[config.mk]
export PLATFORM = sky130hd
export DESIGN_NAME = alu_share_arbiter
export DESIGN_NICKNAME = d
export VERILOG_FILES = /design/src/rtl/alu_share_arbiter.sv
export SDC_FILE = /design/constraint.sdc
export NUM_CORES = 1
export LEC_CHECK = 0
export BUFFER_PORTS_ARGS = -buffer_cell sky130_fd_sc_hd__buf_4
export CAP_MARGIN = 20
export CORE_ASPECT_RATIO = 0.5
export CORE_MARGIN = 2
export CORE_UTILIZATION = 30
export CTS_CLUSTER_SIZE = 30
export DETAILED_ROUTE_END_ITERATION = 12
export PLACE_DENSITY = 0.64
export SLEW_MARGIN = 10
export SYNTH_ARGS = -nofsm -noshare
export SYNTH_HDL_FRONTEND = slang
export SYNTH_SLANG_ARGS = --single-unit
[constraint.sdc]
create_clock -name clk -period 5.1 [get_ports clk]
set_input_delay 0.51 -clock clk [delete_from_list [all_inputs] [get_ports clk]]
set_output_delay 0.51 -clock clk [all_outputs]
set_load 0.01 [all_outputs]
[src/rtl/alu_share_arbiter.sv]
// alu_share_arbiter
// Shares one combinational RV32I ALU between two requesters. Arbitration is
// round-robin. At most one operation is accepted per cycle.
// Each requester has a one-entry response slot that captures alu_out, zero and
// the request tag. The slot is returned over a valid/ready handshake.
//
// Ports
//   clk, rst_n            clock, async active-low reset
//   reqN_*                request handshake + opcode/func3/func7/op1/op2/tag
//   respN_*               response handshake + captured data/zero/tag
//   alu_*                 operands driven to / result taken from the ALU
//   grant_cnt             running count of accepted operations (wraps)
module alu_share_arbiter #(
  parameter int TAG_W = 4
) (
  input  logic             clk,
  input  logic             rst_n,
  input  logic             req0_valid,
  output logic             req0_ready,
  input  logic [6:0]       req0_opcode,
  input  logic [2:0]       req0_func3,
  input  logic [6:0]       req0_func7,
  input  logic [31:0]      req0_op1,
  input  logic [31:0]      req0_op2,
  input  logic [TAG_W-1:0] req0_tag,
  input  logic             req1_valid,
  output logic             req1_ready,
  input  logic [6:0]       req1_opcode,
  input  logic [2:0]       req1_func3,
  input  logic [6:0]       req1_func7,
  input  logic [31:0]      req1_op1,
  input  logic [31:0]      req1_op2,
  input  logic [TAG_W-1:0] req1_tag,
  output logic             resp0_valid,
  input  logic             resp0_ready,
  output logic [31:0]      resp0_data,
  output logic             resp0_zero,
  output logic [TAG_W-1:0] resp0_tag,
  output logic             resp1_valid,
  input  logic             resp1_ready,
  output logic [31:0]      resp1_data,
  output logic             resp1_zero,
  output logic [TAG_W-1:0] resp1_tag,
  output logic [6:0]       alu_opcode,
  output logic [2:0]       alu_func3,
  output logic [6:0]       alu_func7,
  output logic [31:0]      alu_op1,
  output logic [31:0]      alu_op2,
  input  logic [31:0]      alu_result,
  input  logic             alu_zero,
  output logic [15:0]      grant_cnt
);

  logic             full0_r, full1_r;
  logic             ptr_r;
  logic [31:0]      data0_r, data1_r;
  logic             zero0_r, zero1_r;
  logic [TAG_W-1:0] tag0_r, tag1_r;
  logic [15:0]      cnt_r;
  logic             elig0_s, elig1_s;
  logic             grant0_s, grant1_s;

  // A requester may be served when its slot is free now or is being drained
  // in this same cycle.
  assign elig0_s = req0_valid & (~full0_r | resp0_ready);
  assign elig1_s = req1_valid & (~full1_r | resp1_ready);

  // Round-robin choice: ptr names the requester that wins a tie.
  always_comb begin
    grant0_s = 1'b0;
    grant1_s = 1'b0;
    if (elig0_s && elig1_s) begin
      grant0_s = ~ptr_r;
      grant1_s = ptr_r;
    end else if (elig0_s) begin
      grant0_s = 1'b1;
    end else if (elig1_s) begin
      grant1_s = 1'b1;
    end else begin
      grant0_s = 1'b0;
      grant1_s = 1'b0;
    end
  end

  assign req0_ready = grant0_s;
  assign req1_ready = grant1_s;

  // ALU operand mux. An idle ALU sees all-zero inputs, so it produces 0.
  always_comb begin
    alu_opcode = 7'd0;
    alu_func3  = 3'd0;
    alu_func7  = 7'd0;
    alu_op1    = 32'd0;
    alu_op2    = 32'd0;
    case ({grant1_s, grant0_s})
      2'b01: begin
        alu_opcode = req0_opcode;
        alu_func3  = req0_func3;
        alu_func7  = req0_func7;
        alu_op1    = req0_op1;
        alu_op2    = req0_op2;
      end
      2'b10: begin
        alu_opcode = req1_opcode;
        alu_func3  = req1_func3;
        alu_func7  = req1_func7;
        alu_op1    = req1_op1;
        alu_op2    = req1_op2;
      end
      default: begin
        alu_opcode = 7'd0;
        alu_func3  = 3'd0;
        alu_func7  = 7'd0;
        alu_op1    = 32'd0;
        alu_op2    = 32'd0;
      end
    endcase
  end

  // Priority pointer moves to the loser after each grant. The counter counts grants.
  always_ff @(posedge clk or negedge rst_n) begin
    if (!rst_n) begin
      ptr_r <= 1'b0;
      cnt_r <= 16'd0;
    end else if (grant0_s) begin
      ptr_r <= 1'b1;
      cnt_r <= cnt_r + 16'd1;
    end else if (grant1_s) begin
      ptr_r <= 1'b0;
      cnt_r <= cnt_r + 16'd1;
    end else begin
      ptr_r <= ptr_r;
      cnt_r <= cnt_r;
    end
  end

  // Slot 0 capture and drain. A refill wins over a drain, so the slot stays full.
  always_ff @(posedge clk or negedge rst_n) begin
    if (!rst_n) begin
      full0_r <= 1'b0;
      data0_r <= 32'd0;
      zero0_r <= 1'b0;
      tag0_r  <= {TAG_W{1'b0}};
    end else if (grant0_s) begin
      full0_r <= 1'b1;
      data0_r <= alu_result;
      zero0_r <= alu_zero;
      tag0_r  <= req0_tag;
    end else if (resp0_ready) begin
      full0_r <= 1'b0;
    end else begin
      full0_r <= full0_r;
    end
  end

  // Slot 1 capture and drain. It follows the same rules as slot 0.
  always_ff @(posedge clk or negedge rst_n) begin
    if (!rst_n) begin
      full1_r <= 1'b0;
      data1_r <= 32'd0;
      zero1_r <= 1'b0;
      tag1_r  <= {TAG_W{1'b0}};
    end else if (grant1_s) begin
      full1_r <= 1'b1;
      data1_r <= alu_result;
      zero1_r <= alu_zero;
      tag1_r  <= req1_tag;
    end else if (resp1_ready) begin
      full1_r <= 1'b0;
    end else begin
      full1_r <= full1_r;
    end
  end

  assign resp0_valid = full0_r;
  assign resp0_data  = data0_r;
  assign resp0_zero  = zero0_r;
  assign resp0_tag   = tag0_r;
  assign resp1_valid = full1_r;
  assign resp1_data  = data1_r;
  assign resp1_zero  = zero1_r;
  assign resp1_tag   = tag1_r;
  assign grant_cnt   = cnt_r;

endmodule
Word-level counts from Yosys, hierarchy flattened
Cells that the tools add are included.
- register bits: 93
- bits of input ports: 209
- output and inout port bits: 175
- word-level logic and storage cells: 42
- add/sub/neg operators: 1
- eq/ne operators: 2
- multiplexer cells: 18
- bitwise gates (word level): 7
- reductions and logical operators: 4
- operator list (kind ; number):
    $pmux W32 S2 ; 2
    $mux W16 ; 2
    $pmux W7 S2 ; 2
    $add A16 B1 Y16 const B ; 1
    $mux W1 ; 11
    $pmux W3 S2 ; 1
    $reduce_bool A2 Y1 ; 3
    $not A1 Y1 ; 3
    $and A1 B1 Y1 ; 2
    $eq A2 B1 Y1 const B ; 1
    $eq A2 B2 Y1 const B ; 1
    $or A1 B1 Y1 ; 2
    $logic_and A1 B1 Y1 ; 1

Logic depth before layout (Yosys ltp)
Gate-level depths: netlist (run 1).
- word-level depth: 8
- mapped depth: 9
- mapped depth without buffers: 6

Worst setup path after synthesis (run 1)
Ideal clock, no wire load.
- kind: input to output
- from: input port resp0_ready
- to: output port alu_op1[19]
- data arrival time: 2.358 ns
- required time: 4.590 ns
- setup slack: 2.232 ns
- cell stages on the path: 9
- buffers on the path: 3
- cells stage by stage: nand2b_4 -> a311o_4 -> buf_6 -> inv_1 -> ha_1 -> clkbuf_1 -> clkbuf_1 -> a22oi_1 -> nor2b_1
- cells in the longest elaborated chain, start to end: 6
- elaborated cells on any way between the ends: 10
- those cells by class: 2 x eq/ne; 5 x mux; 2 x bitwise; 1 x reduce/logical
- ends and longest elaborated chain (element ; RTL line ; RTL):
    from (decl) ; 35 ; input logic resp0_ready,
    $or A1 B1 Y1 * ; 65 ; assign elig0_s = req0_valid & (~full0_r | resp0_ready);
    $and A1 B1 Y1 * ; 65 ;
    $mux W1 or $logic_and A1 B1 Y1 (tied branches) ; 75, 72 ;
    $mux W1 * ; 72 ; if (elig0_s && elig1_s) begin
    net req1_ready ; 27 ; output logic req1_ready,
    $eq A2 B2 Y1 or $eq A2 B1 Y1 (tied branches) ; 95 ; case ({grant1_s, grant0_s})
    $pmux W32 S2 * ; 95 ;
    to (decl) ; 47 ; output logic [31:0] alu_op1,
The timed path passes the listed nets; every way through them passes the cells marked *.

Worst setup path after layout (run 1)
- from: register full1_r, in the netlist resp1_valid
- to: output port alu_op1[0]
- cells in the longest elaborated chain, start to end: 8
- elaborated cells on any way between the ends: 11
- those cells by class: 2 x eq/ne; 5 x mux; 3 x bitwise; 1 x reduce/logical
- ends and longest elaborated chain (element ; RTL line ; RTL):
    from (decl) ; 54 ; logic full0_r, full1_r;
    from (signal assigned) ; 171 ; full1_r <= full1_r;
    $not A1 Y1 * ; 66 ; assign elig1_s = req1_valid & (~full1_r | resp1_ready);
    $or A1 B1 Y1 * ; 66 ;
    $and A1 B1 Y1 * ; 66 ;
    $mux W1 ; 77 ; end else if (elig1_s) begin
    $mux W1 ; 75 ; end else if (elig0_s) begin
    $mux W1 ; 72 ;
    $eq A2 B2 Y1 or $eq A2 B1 Y1 (tied branches) ; 95 ;
    $pmux W32 S2 * ; 95 ;
Mark *: on every way between the ends. The rest lies on a longest branch, timed or not.

==> results_dict.tcl, run 1 <==
set metrics [dict create \
    clock-sinks 93 \
    synth_compound_area_frac 0.131 \
    period_needed_ns 3.90 \
    cp_slowest_stage_delay_ns 0.69 \
    ys_async_sr_fraction 1.00 \
    synth_simple_gate_area_share 0.137 \
    dp_hpwl_um 14100 \
    yosysWarnings 0 \
    synth_top_area_cell "dfrtp_1" \
    cp.depth 8 \
    post_drt_wl_per_cell_um 18.2 \
    critPathKind "reg -> out" \
    place_area_um2 8080 \
    totalPowerFinal_mw 2.96 \
    yosysMostFrequentCell "dfrtp_1" \
    htreeDepth 3 \
    multi_input_area_um2 2520 \
    grt_max_degree 82 \
    fin_hold_ws_ns 0.0911 \
    netlist_area_um2 5040 \
    crit_fanout 41 \
    globalplace.congestion 0.861 \
    worstSetupStartpointType "flop" \
    synth-seq-area-share 0.461 \
    viasPerCell 4.69 \
    status "finished clean" \
    ys.flop_type "dfrtp_1" \
    cts_made_buffers 9 \
    cts_resized 0 \
    die_h_um 95.7 \
    areaGrowthSynthToFinish_pct 65.9 \
    setup.worst_path.end_class "output port" \
    synth-xor-area-share 0.0260 \
    regArea_um2 2330 \
    finalClockSkew_ns 0.00722 \
    drt_iter0_drc 185 \
    numPortBuffers 383 \
    worst_slew_pin_slew_ns 0.938 \
    postSynthCellCount 423 \
    io_pins 384 \
    synth_top_area_share 0.461 \
    root_buffer "clkbuf_16" \
    yosys-mux-area-fraction 0.195 \
    clk_path_buf_depth 2 \
    crit_chain "nor2b_1, a311o_4, inv_1, ha_2, buf_4, a22oi_1, nor2b_1, buf_4" \
    r2r.worst_path.cells 6 \
    antenna_found_initial 0 \
    num_vias 4779 \
    grt_pass1_wl_um 27200 \
    first_global_vias 4782 \
    maxCapViolCount 0 \
    dieArea_um2 17900 \
    avgSynthCellArea_um2 11.9 \
    grt_overflow 0 \
    fin_tns_setup_ns 0 \
    setup_viol 0 \
    required_ns 4.59 \
    core_um2 16400 \
    finalInstanceArea_um2 8370 \
    antenna_left 0 \
    synth_top_family_by_area "multiplexers" \
    routed_wirelength_um 18500 \
    synth_edf_count 0 \
    clkTransAtPathRegs_ns 0.06 \
    synth_fa_ha_area_frac 0.00992 \
    ys_types 30 \
    vdd_drop_max_uv 176 \
    cpMaxStageDelayCell "a311o_4" \
    reg2reg_setup_slack_ns 2.45 \
    hold_path_class "in -> async" \
    rsz0062_at_grt "false" \
    slew_viol_final 0 \
    synth_common_cells "dfrtp_1, nor2b_1, a22oi_1" \
    fillers 1530 \
    die_x_um 187 \
    power_density_nw_per_um2 354 \
    final_nets 1000 \
    cp.arrival_ns 3.39 \
    track_usage 0.194 \
    synth_seq_cells 93 \
    max_freq_mhz 257 \
    relSlewSlack 0.375 \
    initial_utilization 0.307 \
    syn-num-nets 636 \
    dr.pass1.iters 6 \
    hold_violations 0 \
    core.rowCount 33 \
    final.period_utilization 0.764 \
    antenna_cells 0 \
    critPathTopFamily "compound AO/OA/AOI/OAI gates" \
    synth_area_leaders "dfrtp_1, a22oi_1, mux2_4, nor2b_1, mux2_2" \
    drc 0 \
    clk-insertion-delay-late_ns 0.34 \
    leakage_nw 4.09 \
    cts_tree "done" \
    post_cts_buffers 0 \
    drive_above_1_share 0.608 \
    worst-path-buf-inv 3 \
    hold_buffers 0 \
]
[cells in the final DEF (no fill, tap or decap), types with 2 or more instances in the layout]
cell type   synthesis  routed
xor2_1              5       5
buf_12              0       2
nor2b_1            82      82
clkinv_2            0       2
ha_2                0       3
buf_4               4     387
mux2_2             35      35
nand4_1             5       5
mux2_1              3       3
clkinvlp_4          0       2
inv_1               5       5
mux2_4             37      37
a22oi_1            81      81
dfrtp_1            93      93
nand3_1             3       3
clkbuf_16           0       9
nor4_1              4       4
nand2b_1            2       2
nand2_1             6       6
xnor2_1            10      10
nand4b_1            2       2
[area by class of cell]
| type | instances | share of cell area |
|---|---|---|
| Timing Repair Buffer | 389 | 0.352 |
| Multi-Input combinational cell | 289 | 0.302 |
| Sequential cell | 93 | 0.278 |
| Tap cell | 227 | 0.0339 |
| Clock buffer | 11 | 0.0290 |
| Clock inverter | 4 | 0.00299 |
| Inverter | 5 | 0.00224 |
[worst register-to-register path, delay by kind of cell (launching register included)]
family | cells | cell delay (ns)
XOR/XNOR | 1 | 0.19
AND/OR/NAND/NOR | 3 | 0.93
adder cells (fa/ha/maj) | 1 | 0.38
AO/OA/AOI/OAI | 1 | 0.69
flip-flops | 1 | 0.38
[metal layers]
layer | GRT usage | vias up | part of all wire
li1 | - | 2243 | -
met1 | 0.249 | 2350 | 0.41
met2 | 0.328 | 156 | 0.51
met3 | 0.0459 | 30 | 0.053
met4 | 0.0643 | 0 | 0.023
met5 | 0 | - | 0
[sequential cells by signal, summed over array words and instances, names as in the netlist]
register,flops
resp0_data,32
resp1_data,32
grant_cnt,16
resp0_tag,4
resp1_tag,4
ptr_r,1
resp0_valid,1
resp0_zero,1
resp1_valid,1
resp1_zero,1
[worst paths after layout]
check                                              to                      start
hold reg to reg             grant_cnt[15]$_DFFE_PN0P_  grant_cnt[15]$_DFFE_PN0P_
setup / recovery                           alu_op1[0]    resp1_valid$_DFFE_PN0P_
setup reg to reg            grant_cnt[11]$_DFFE_PN0P_    resp1_valid$_DFFE_PN0P_
min in group clk           resp0_data[17]$_DFFE_PN0P_             alu_result[17]
hold / removal              resp0_data[7]$_DFFE_PN0P_                      rst_n
max in group asynchronous    grant_cnt[1]$_DFFE_PN0P_                      rst_n
[power by group]
| part | switching, mW | total (mW) | internal, mW |
|---|---|---|---|
| logic | 0.548 | 1.29 | 0.745 |
| registers | 0.133 | 1.06 | 0.923 |
| clock network | 0.271 | 0.610 | 0.339 |
| total | 0.951 | 2.96 | 2.01 |
[through the flow]
| step | setup WS (ns) | utilization | cells |
|---|---|---|---|
| 2_1_floorplan | 2.23 | - | 423 |
| 3_3_place_gp | 1.33 | 0.492 | 1002 |
| 3_5_place_dp | 1.30 | 0.492 | 1002 |
| 4_1_cts | 1.18 | 0.508 | 1017 |
| 5_1_grt | 1.00 | 0.509 | 1018 |
| 6_report | 1.20 | 0.509 | 1018 |
[cell families after synthesis]
family	after synthesis
xor gates and xnor gates	15
adders and majority gates	4
AOI/OAI and AO/OA	84
buffers and inverters	41
and+or+nand+nor	111
muxes	75
DFF	93
No activity file was read; power rests on OpenSTA's default activity.
==> inputs of run 2 (changes only) <==
Clock period 5.1 ns to 4 ns, I/O delays scaled along.
==> run 2 against run 1 <==
  * Cell count increased by 0.20%
  * Flip-flop and latch count unchanged
  * Wire length decreased by 0.33%
  * Cell area about the same
  * Largest cell class unchanged
==> results_dict.tcl, run 2 (synthesis results as in run 1) <==
set metrics [dict create \
    required_ns 3.60 \
    dieArea_um2 17900 \
    antenna_found_initial 0 \
    final.period_utilization 0.843 \
    viasPerCell 4.63 \
    numPortBuffers 383 \
    totalPowerFinal_mw 3.78 \
    areaGrowthSynthToFinish_pct 66.0 \
    die_h_um 95.7 \
    cts_tree "done" \
    cp_slowest_stage_delay_ns 0.81 \
    crit_fanout 46 \
    finalClockSkew_ns 0.00584 \
    clock-sinks 93 \
    fin_tns_setup_ns 0 \
    dp_slack_ns 0.846 \
    cpMaxStageDelayCell "ha_2" \
    worstSetupStartpointType "flop" \
    routed_wirelength_um 18500 \
    worst_slew_pin_slew_ns 0.846 \
    setup_ws_ns 0.627 \
    hold_violations 0 \
    critPathTopFamily "adder cells" \
    maxCapViolCount 0 \
    drc 0 \
    grt_pass1_wl_um 26700 \
    placed_cells 1004 \
    multi_input_area_um2 2520 \
    setup_viol 0 \
    clk_path_buf_depth 2 \
    cts_resized 0 \
    regArea_um2 2330 \
    htreeDepth 3 \
    dr.pass1.iters 4 \
    power_density_nw_per_um2 452 \
    stdcell_count 1020 \
    worst-path-buf-inv 2 \
    root_buffer "clkbuf_16" \
    post_cts_buffers 0 \
    final_nets 1001 \
    first_global_vias 4691 \
    io_pins 384 \
    grt_overflow 0 \
    clk-insertion-delay-late_ns 0.34 \
    track_usage 0.191 \
    layout_commonest_cell "buf_4" \
    initial_utilization 0.307 \
    vdd_drop_max_uv 242 \
    die_x_um 187 \
    relSlewSlack 0.436 \
    core.rowCount 33 \
    cts_made_buffers 9 \
    hold_buffers 0 \
    clkTransAtPathRegs_ns 0.06 \
    hold_path_class "in -> async" \
    fillers 1534 \
    drive_above_1_share 0.609 \
    max_freq_mhz 296 \
    slew_viol_final 0 \
    grt_max_degree 82 \
    dp_hpwl_um 14200 \
    drt_iter0_drc 150 \
    antenna_left 0 \
    cp.arrival_ns 2.97 \
    critPathKind "reg -> out" \
    globalplace.congestion 0.890 \
    final_cell_mix "buf_4, dfrtp_1, nor2b_1" \
    crit_chain "nor2b_1, a311o_4, ha_2, buf_4, nor2b_1, buf_4" \
    core_um2 16400 \
    status "finished clean" \
    leakage_nw 4.10 \
    antenna_cells 0 \
    rsz0062_at_grt "false" \
    setup.worst_path.end_class "output port" \
    num_vias 4721 \
    post_drt_wl_per_cell_um 18.1 \
    period_needed_ns 3.37 \
]
[run 2: worst paths after layout]
check                                           from                    endpoint  slack, ns  depth (start not counted)
min in group clk                      alu_result[17]  resp0_data[17]$_DFFE_PN0P_       0.28                          2
hold / removal                                 rst_n  resp1_data[18]$_DFFE_PN0P_       0.15                          1
hold reg to reg            grant_cnt[15]$_DFFE_PN0P_   grant_cnt[15]$_DFFE_PN0P_       0.47                          1
setup / recovery             resp1_valid$_DFFE_PN0P_                  alu_op2[1]       0.63                          6
max in group asynchronous                      rst_n   resp1_data[5]$_DFFE_PN0P_       2.93                          2
setup reg to reg             resp1_valid$_DFFE_PN0P_   grant_cnt[15]$_DFFE_PN0P_       1.66                          6
[run 2: routing by layer]
| metal | track usage | routed length [um] | vias up |
|---|---|---|---|
| met5 | 0 | 0 | - |
| met3 | 0.0423 | 846 | 24 |
| li1 | - | - | 2257 |
| met1 | 0.247 | 7870 | 2295 |
| met2 | 0.330 | 9360 | 145 |
| met4 | 0.0538 | 376 | 0 |
[run 2: stage by stage]
step / util / hold WS, ns / area [um^2]
5_1_grt: 0.510 / 0.206 / 8370
4_1_cts: 0.510 / 0.193 / 8370
6_report: 0.510 / 0.151 / 8370
2_1_floorplan: - / 0.104 / 5040
3_3_place_gp: 0.493 / 0.463 / 8100
3_5_place_dp: 0.493 / 0.468 / 8100
[run 2: report_power, final]
group | leakage (nW) | internal (mW) | switching, mW | total, mW
clock | 0.138 | 0.452 | 0.347 | 0.799
sequential | 1.11 | 1.18 | 0.168 | 1.34
combinational | 2.86 | 0.943 | 0.698 | 1.64
[run 2: area by class of cell]
cell class / count / area share
tap: 227 / 0.0339
clock buffer: 12 / 0.0306
multi-input combinational: 289 / 0.302
inverter: 5 / 0.00224
clock inverter: 4 / 0.00269
timing repair buffer: 390 / 0.351
sequential: 93 / 0.278
